===== config.mk =====
export PLATFORM = sky130hd
export DESIGN_NAME = gf180mcu_fd_sc_mcu9t5v0__clkdivinv
export DESIGN_NICKNAME = d
export VERILOG_FILES = /design/src/rtl/gf180mcu_fd_sc_mcu9t5v0__clkdiv_pkg.sv /design/src/rtl/gf180mcu_fd_sc_mcu9t5v0__clkdivinv_cnt.sv /design/src/rtl/gf180mcu_fd_sc_mcu9t5v0__clkdivinv.sv
export SDC_FILE = /design/constraint.sdc
export NUM_CORES = 1
export LEC_CHECK = 0
export ABC_AREA = 1
export CAP_MARGIN = 25
export CORE_ASPECT_RATIO = 0.7
export CORE_MARGIN = 5
export CORE_UTILIZATION = 53
export CTS_CLUSTER_SIZE = 25
export DETAILED_ROUTE_END_ITERATION = 10
export PLACE_DENSITY = 0.89
export SYNTH_ARGS = -nofsm -noshare
export SYNTH_HDL_FRONTEND = slang
export SYNTH_SLANG_ARGS = --single-unit
export TNS_END_PERCENT = 50

===== constraint.sdc =====
create_clock -name CLK -period 2.3 [get_ports CLK]
set_input_delay 0.23 -clock CLK [delete_from_list [all_inputs] [get_ports CLK]]
set_output_delay 0.23 -clock CLK [all_outputs]
set_load 0.01 [all_outputs]

===== src/rtl/gf180mcu_fd_sc_mcu9t5v0__clkdiv_pkg.sv =====
// Shared definitions for the programmable inverting clock divider.
package gf180mcu_fd_sc_mcu9t5v0__clkdiv_pkg;

  localparam int unsigned DIV_W_DEF = 8;

  typedef enum logic {
    IDLE = 1'b0,
    RUN  = 1'b1
  } state_e;

endpackage


===== src/rtl/gf180mcu_fd_sc_mcu9t5v0__clkdivinv_cnt.sv =====
// Half-period counter: counts up to div_q, then wraps to zero and flags the wrap.
module gf180mcu_fd_sc_mcu9t5v0__clkdivinv_cnt #(
  parameter int unsigned W = 8
) (
  input  logic         clk,
  input  logic         rst_n,
  input  logic         clr,
  input  logic         run,
  input  logic [W-1:0] div_q,
  output logic         wrap_c
);

  logic [W-1:0] cnt_q, cnt_d;

  // Equality compare means cnt never exceeds div_q, so it cannot overflow.
  assign wrap_c = (cnt_q == div_q);

  always_comb begin
    cnt_d = cnt_q;
    if (clr) begin
      cnt_d = '0;
    end else if (run) begin
      cnt_d = wrap_c ? '0 : W'(cnt_q + W'(1));
    end
  end

  always_ff @(posedge clk or negedge rst_n) begin
    if (!rst_n) begin
      cnt_q <= '0;
    end else begin
      cnt_q <= cnt_d;
    end
  end

endmodule


===== src/rtl/gf180mcu_fd_sc_mcu9t5v0__clkdivinv.sv =====
// Programmable clock divider with polarity select; ratio and polarity are
// only sampled at start-up and at each falling period boundary.
module gf180mcu_fd_sc_mcu9t5v0__clkdivinv
  import gf180mcu_fd_sc_mcu9t5v0__clkdiv_pkg::*;
#(
  parameter int unsigned W = DIV_W_DEF
) (
`ifdef USE_POWER_PINS
  inout  wire          VDD,
  inout  wire          VSS,
`endif
  input  logic         CLK,
  input  logic         RN,
  input  logic         EN,
  input  logic [W-1:0] DIV,
  input  logic         INV,
  output logic         Z,
  output logic         ZN,
  output logic         TC,
  output logic         BUSY
);

  state_e       state_q, state_d;
  logic         phase_q, phase_d;
  logic [W-1:0] div_q, div_d;
  logic         inv_q, inv_d;
  logic         tc_q, tc_d;
  logic         z_q, z_d;
  logic         zn_q, zn_d;
  logic         busy_q, busy_d;
  logic         cnt_clr, cnt_run, wrap_c;

  gf180mcu_fd_sc_mcu9t5v0__clkdivinv_cnt #(.W(W)) u_cnt (
    .clk    (CLK),
    .rst_n  (RN),
    .clr    (cnt_clr),
    .run    (cnt_run),
    .div_q  (div_q),
    .wrap_c (wrap_c)
  );

  always_comb begin
    state_d = state_q;
    phase_d = phase_q;
    div_d   = div_q;
    inv_d   = inv_q;
    tc_d    = 1'b0;
    cnt_clr = 1'b0;
    cnt_run = 1'b0;
    case (state_q)
      IDLE: begin
        if (EN) begin
          div_d   = DIV;
          inv_d   = INV;
          phase_d = 1'b1;
          cnt_clr = 1'b1;
          state_d = RUN;
        end
      end
      RUN: begin
        cnt_run = 1'b1;
        if (wrap_c) begin
          phase_d = ~phase_q;
          // Falling edge of phase closes a period: EN here decides continue/stop.
          if (phase_q) begin
            tc_d = 1'b1;
            if (EN) begin
              div_d = DIV;
              inv_d = INV;
            end else begin
              state_d = IDLE;
            end
          end
        end
      end
      default: state_d = IDLE;
    endcase
    z_d    = phase_d ^ inv_d;
    zn_d   = ~z_d;
    busy_d = (state_d == RUN);
  end

  always_ff @(posedge CLK or negedge RN) begin
    if (!RN) begin
      state_q <= IDLE;
      phase_q <= 1'b0;
      div_q   <= '0;
      inv_q   <= 1'b0;
      tc_q    <= 1'b0;
      z_q     <= 1'b0;
      zn_q    <= 1'b1;
      busy_q  <= 1'b0;
    end else begin
      state_q <= state_d;
      phase_q <= phase_d;
      div_q   <= div_d;
      inv_q   <= inv_d;
      tc_q    <= tc_d;
      z_q     <= z_d;
      zn_q    <= zn_d;
      busy_q  <= busy_d;
    end
  end

  assign Z    = z_q;
  assign ZN   = zn_q;
  assign TC   = tc_q;
  assign BUSY = busy_q;

endmodule


==> results.py <==
metrics = {
    "status": {
        "status": "finished, final reports clean",
    },
    "die": {
        "initial_core_util": 0.557,
        "fp.dieW_um": 67.1,
        "io_pins": 16,
        "rows": 14,
        "die_height_um": 50.0,
        "die_area_um2": 3350,
        "coreArea_um2": 2170,
    },
    "timing": {
        "timing.setup.tns_ps": 0,
        "max_freq_mhz": 542,
        "slew_violations": 0,
        "finClkSkew_ps": 1.98,
        "min_period_ps": 1850,
        "slew_headroom": 0.667,
        "post-route-period-util": 0.802,
        "worst_pin_slew_ps": 500,
        "final-setup-viol-count": 0,
        "rsz0062_at_grt": "no",
        "hold_violations": 0,
    },
    "drt": {
        "num_vias": 986,
        "drcViolationCount": 0,
        "wire_per_inst_um": 12.2,
        "dr.pass1.iters": 4,
        "drt_iter0_markers": 69,
        "wl_mm": 2.37,
        "viasPerCell": 5.08,
        "final_antenna_net_count": 0,
    },
    "pwr": {
        "pwr_density_cell_nw_per_um2": 1150,
        "vdd_drop_max_v": 0.000652,
        "p_comb_frac": 0.427,
        "seqPwrFrac": 0.444,
        "p_clk_frac": 0.128,
        "p_sw_frac": 0.410,
        "power_leakage_nw": 0.716,
        "switchingPower_uw": 675,
        "p_int_uw": 972,
    },
    "worst_setup_path": {
        "timing.critical_path.cells": "clkdlybuf4s50_1",
        "path_class": "register to output port",
        "cp_num_buf_inv": 1,
        "required_ps": 2070,
        "cp_slowest_cell": "dfrtp_1",
        "endpoint_kind": "output port",
        "slowest_delay_ps": 670,
        "cp_max_fo": 10,
        "critPathLaunchType": "register",
        "crit_arrival_ps": 1620,
        "path_delay_family": "flip-flops",
    },
    "global_route": {
        "grt_pass1_wl_mm": 4.04,
        "overflow": 0,
        "grt_pass1_vias": 909,
        "grt_usage": 0.157,
        "antenna_found_initial": 0,
        "grt_start_max_net_pins": 23,
    },
    "clock_network": {
        "clockBufferDepth": 2,
        "ctsRootBufferMaster": "clkbuf_4",
        "clkSinkCount": 22,
        "ctsHoldBuffers": 0,
        "cts_tree": "built",
        "cts_resized": 0,
        "cts_setup_buffers": 0,
        "worstSkewPairLatency_ps": 310,
        "clkTransAtPathRegs_ps": 120,
        "cts_buffers": 3,
        "htreeDepth": 1,
    },
    "logic_synthesis": {
        "syn_area_um2": 1210,
        "ys_types": 24,
        "ys_seq_elements": 22,
        "synth_area_leader_cell": "dfrtp_1",
        "avgSynthCellArea_um2": 8.46,
        "synth-seq-area-share": 0.456,
        "synth_nets": 157,
        "synth_top_area_frac": 0.434,
        "yosysWarningCount": 0,
        "synth_cells": 143,
        "yosys-top-cells-area": "dfrtp_1, nand2_1, inv_1",
    },
    "place": {
        "place_inst": 190,
        "portBuffers": 15,
        "place.gp.congestion": 0.807,
        "place_hpwl_mm": 1.86,
    },
    "final_layout": {
        "areaGrowthSynthToFinish_pct": 18.4,
        "antenna_cells": 0,
        "drive_above_1_share": 0.136,
        "finalNonFillerCells": 194,
        "fin_nets": 177,
    },
    "min_path": {
        "hold_path_class": "primary input to async pin",
    },
    "run": {
        "maxCapViolCount": 0,
    },
}
-- path summary, 6_finish.rpt --
check,start,to,slack [ps],cells past startpoint
setup / recovery,BUSY$_DFF_PN0_,BUSY,450,1
hold / removal,RN,u_cnt.cnt_q[7]$_DFFE_PN0P_,250,2
setup reg to reg,u_cnt.cnt_q[4]$_DFFE_PN0P_,Z$_DFF_PN0_,470,14
hold reg to reg,div_q[2]$_DFFE_PN0P_,div_q[2]$_DFFE_PN0P_,510,2
max in group asynchronous,RN,ZN$_DFF_PN1_,1780,2
min in group CLK,DIV[4],div_q[4]$_DFFE_PN0P_,460,3
-- placed cells by master (no fill, tap or decap), drive strengths merged --
| cell | instances |
|---|---|
| a21boi | 1 |
| buf | 2 |
| clkbuf | 4 |
| clkdlybuf4s50 | 15 |
| dfrtp | 21 |
| dfstp | 1 |
| ha | 2 |
| inv | 21 |
| nand2 | 54 |
| nand3 | 18 |
| nor2 | 4 |
| nor3 | 2 |
| o21ai | 5 |
| o22ai | 5 |
| xnor2 | 4 |
| xor2 | 3 |
-- worst register-to-register path, stage by stage, from the launching register on --
cell and delay, ps:
dfrtp_1 450, inv_1 110, nand2_1 80, nand2_1 60, nand2_2 70, nor2_4 50, nand2_2 110, inv_1 60
ha_1 270, inv_1 30, nand2_1 50, a21boi_4 210, inv_1 70, nand3_1 80, nand2_1 50
-- routing by layer --
layer	vias to the layer above	GRT usage	wire length (µm)
met5	-	0	0
met3	4	0.0568	130
li1	490	-	-
met2	31	0.240	1090
met1	461	0.213	1130
met4	0	0.0303	22
-- state kept, by name (all words and copies together) (netlist names) --
signal and flops:
BUSY 1, phase_q 1, ZN 1, Z 1
div_q 8, TC 1, u_cnt.cnt_q 8, inv_q 1
-- stage by stage --
stage               total power [mW]  hold WS [ps]  cell area [µm²]  utilization  setup WS (ps)
finish                          1.65           247             1430        0.660            455
global route                    1.78           266             1430        0.660            363
CTS                             1.64           253             1430        0.660            465
detailed placement              1.43           483             1400        0.643            515
floorplan                       1.23         -65.6             1210            -            675
global placement                1.38           485             1400        0.643            618
-- Yosys cell counts --
library cell   n
dfstp_2        1
nor2_1         1
o21ai_4        1
o21ai_1        1
nand2_4        3
nor2_2         1
nand3_4        1
xnor2_1        4
dfrtp_1       21
nor3_1         2
o22ai_1        5
inv_1         20
nand2_1       48
nor2_4         2
xor2_1         3
buf_6          1
nand2_2        3
nand3_2        2
o21ai_0        3
a21boi_4       1
buf_4          1
nand3_1       15
ha_1           2
inv_2          1
-- kinds of logic (layout without fill, tap and decap cells) --
family / count (synthesis) / count (layout) / synth area share
AOI/OAI and AO/OA: 11 / 11 / 0.0714
xor gates and xnor gates: 7 / 7 / 0.0507
adders and majority gates: 2 / 2 / 0.0207
buffers and inverters: 23 / 42 / 0.0807
DFF: 22 / 22 / 0.456
and+or+nand+nor: 78 / 78 / 0.321
-- final cells by class --
cell class,count,area [µm²]
multi-input combinational,98,561
sequential,22,552
inverter,21,78.8
fill,181,739
tap,32,40.0
timing repair buffer,17,165
clock buffer,4,36.3
-- power by group through the flow --
stage	registers (mW)	clock network, mW	logic, mW
2_1_floorplan	0.691	0	0.539
3_3_place_gp	0.716	0	0.660
3_5_place_dp	0.734	0	0.701
4_1_cts	0.725	0.213	0.706
5_1_grt	0.746	0.231	0.799
6_report	0.732	0.211	0.704
Power figures use the tool's default switching activity.
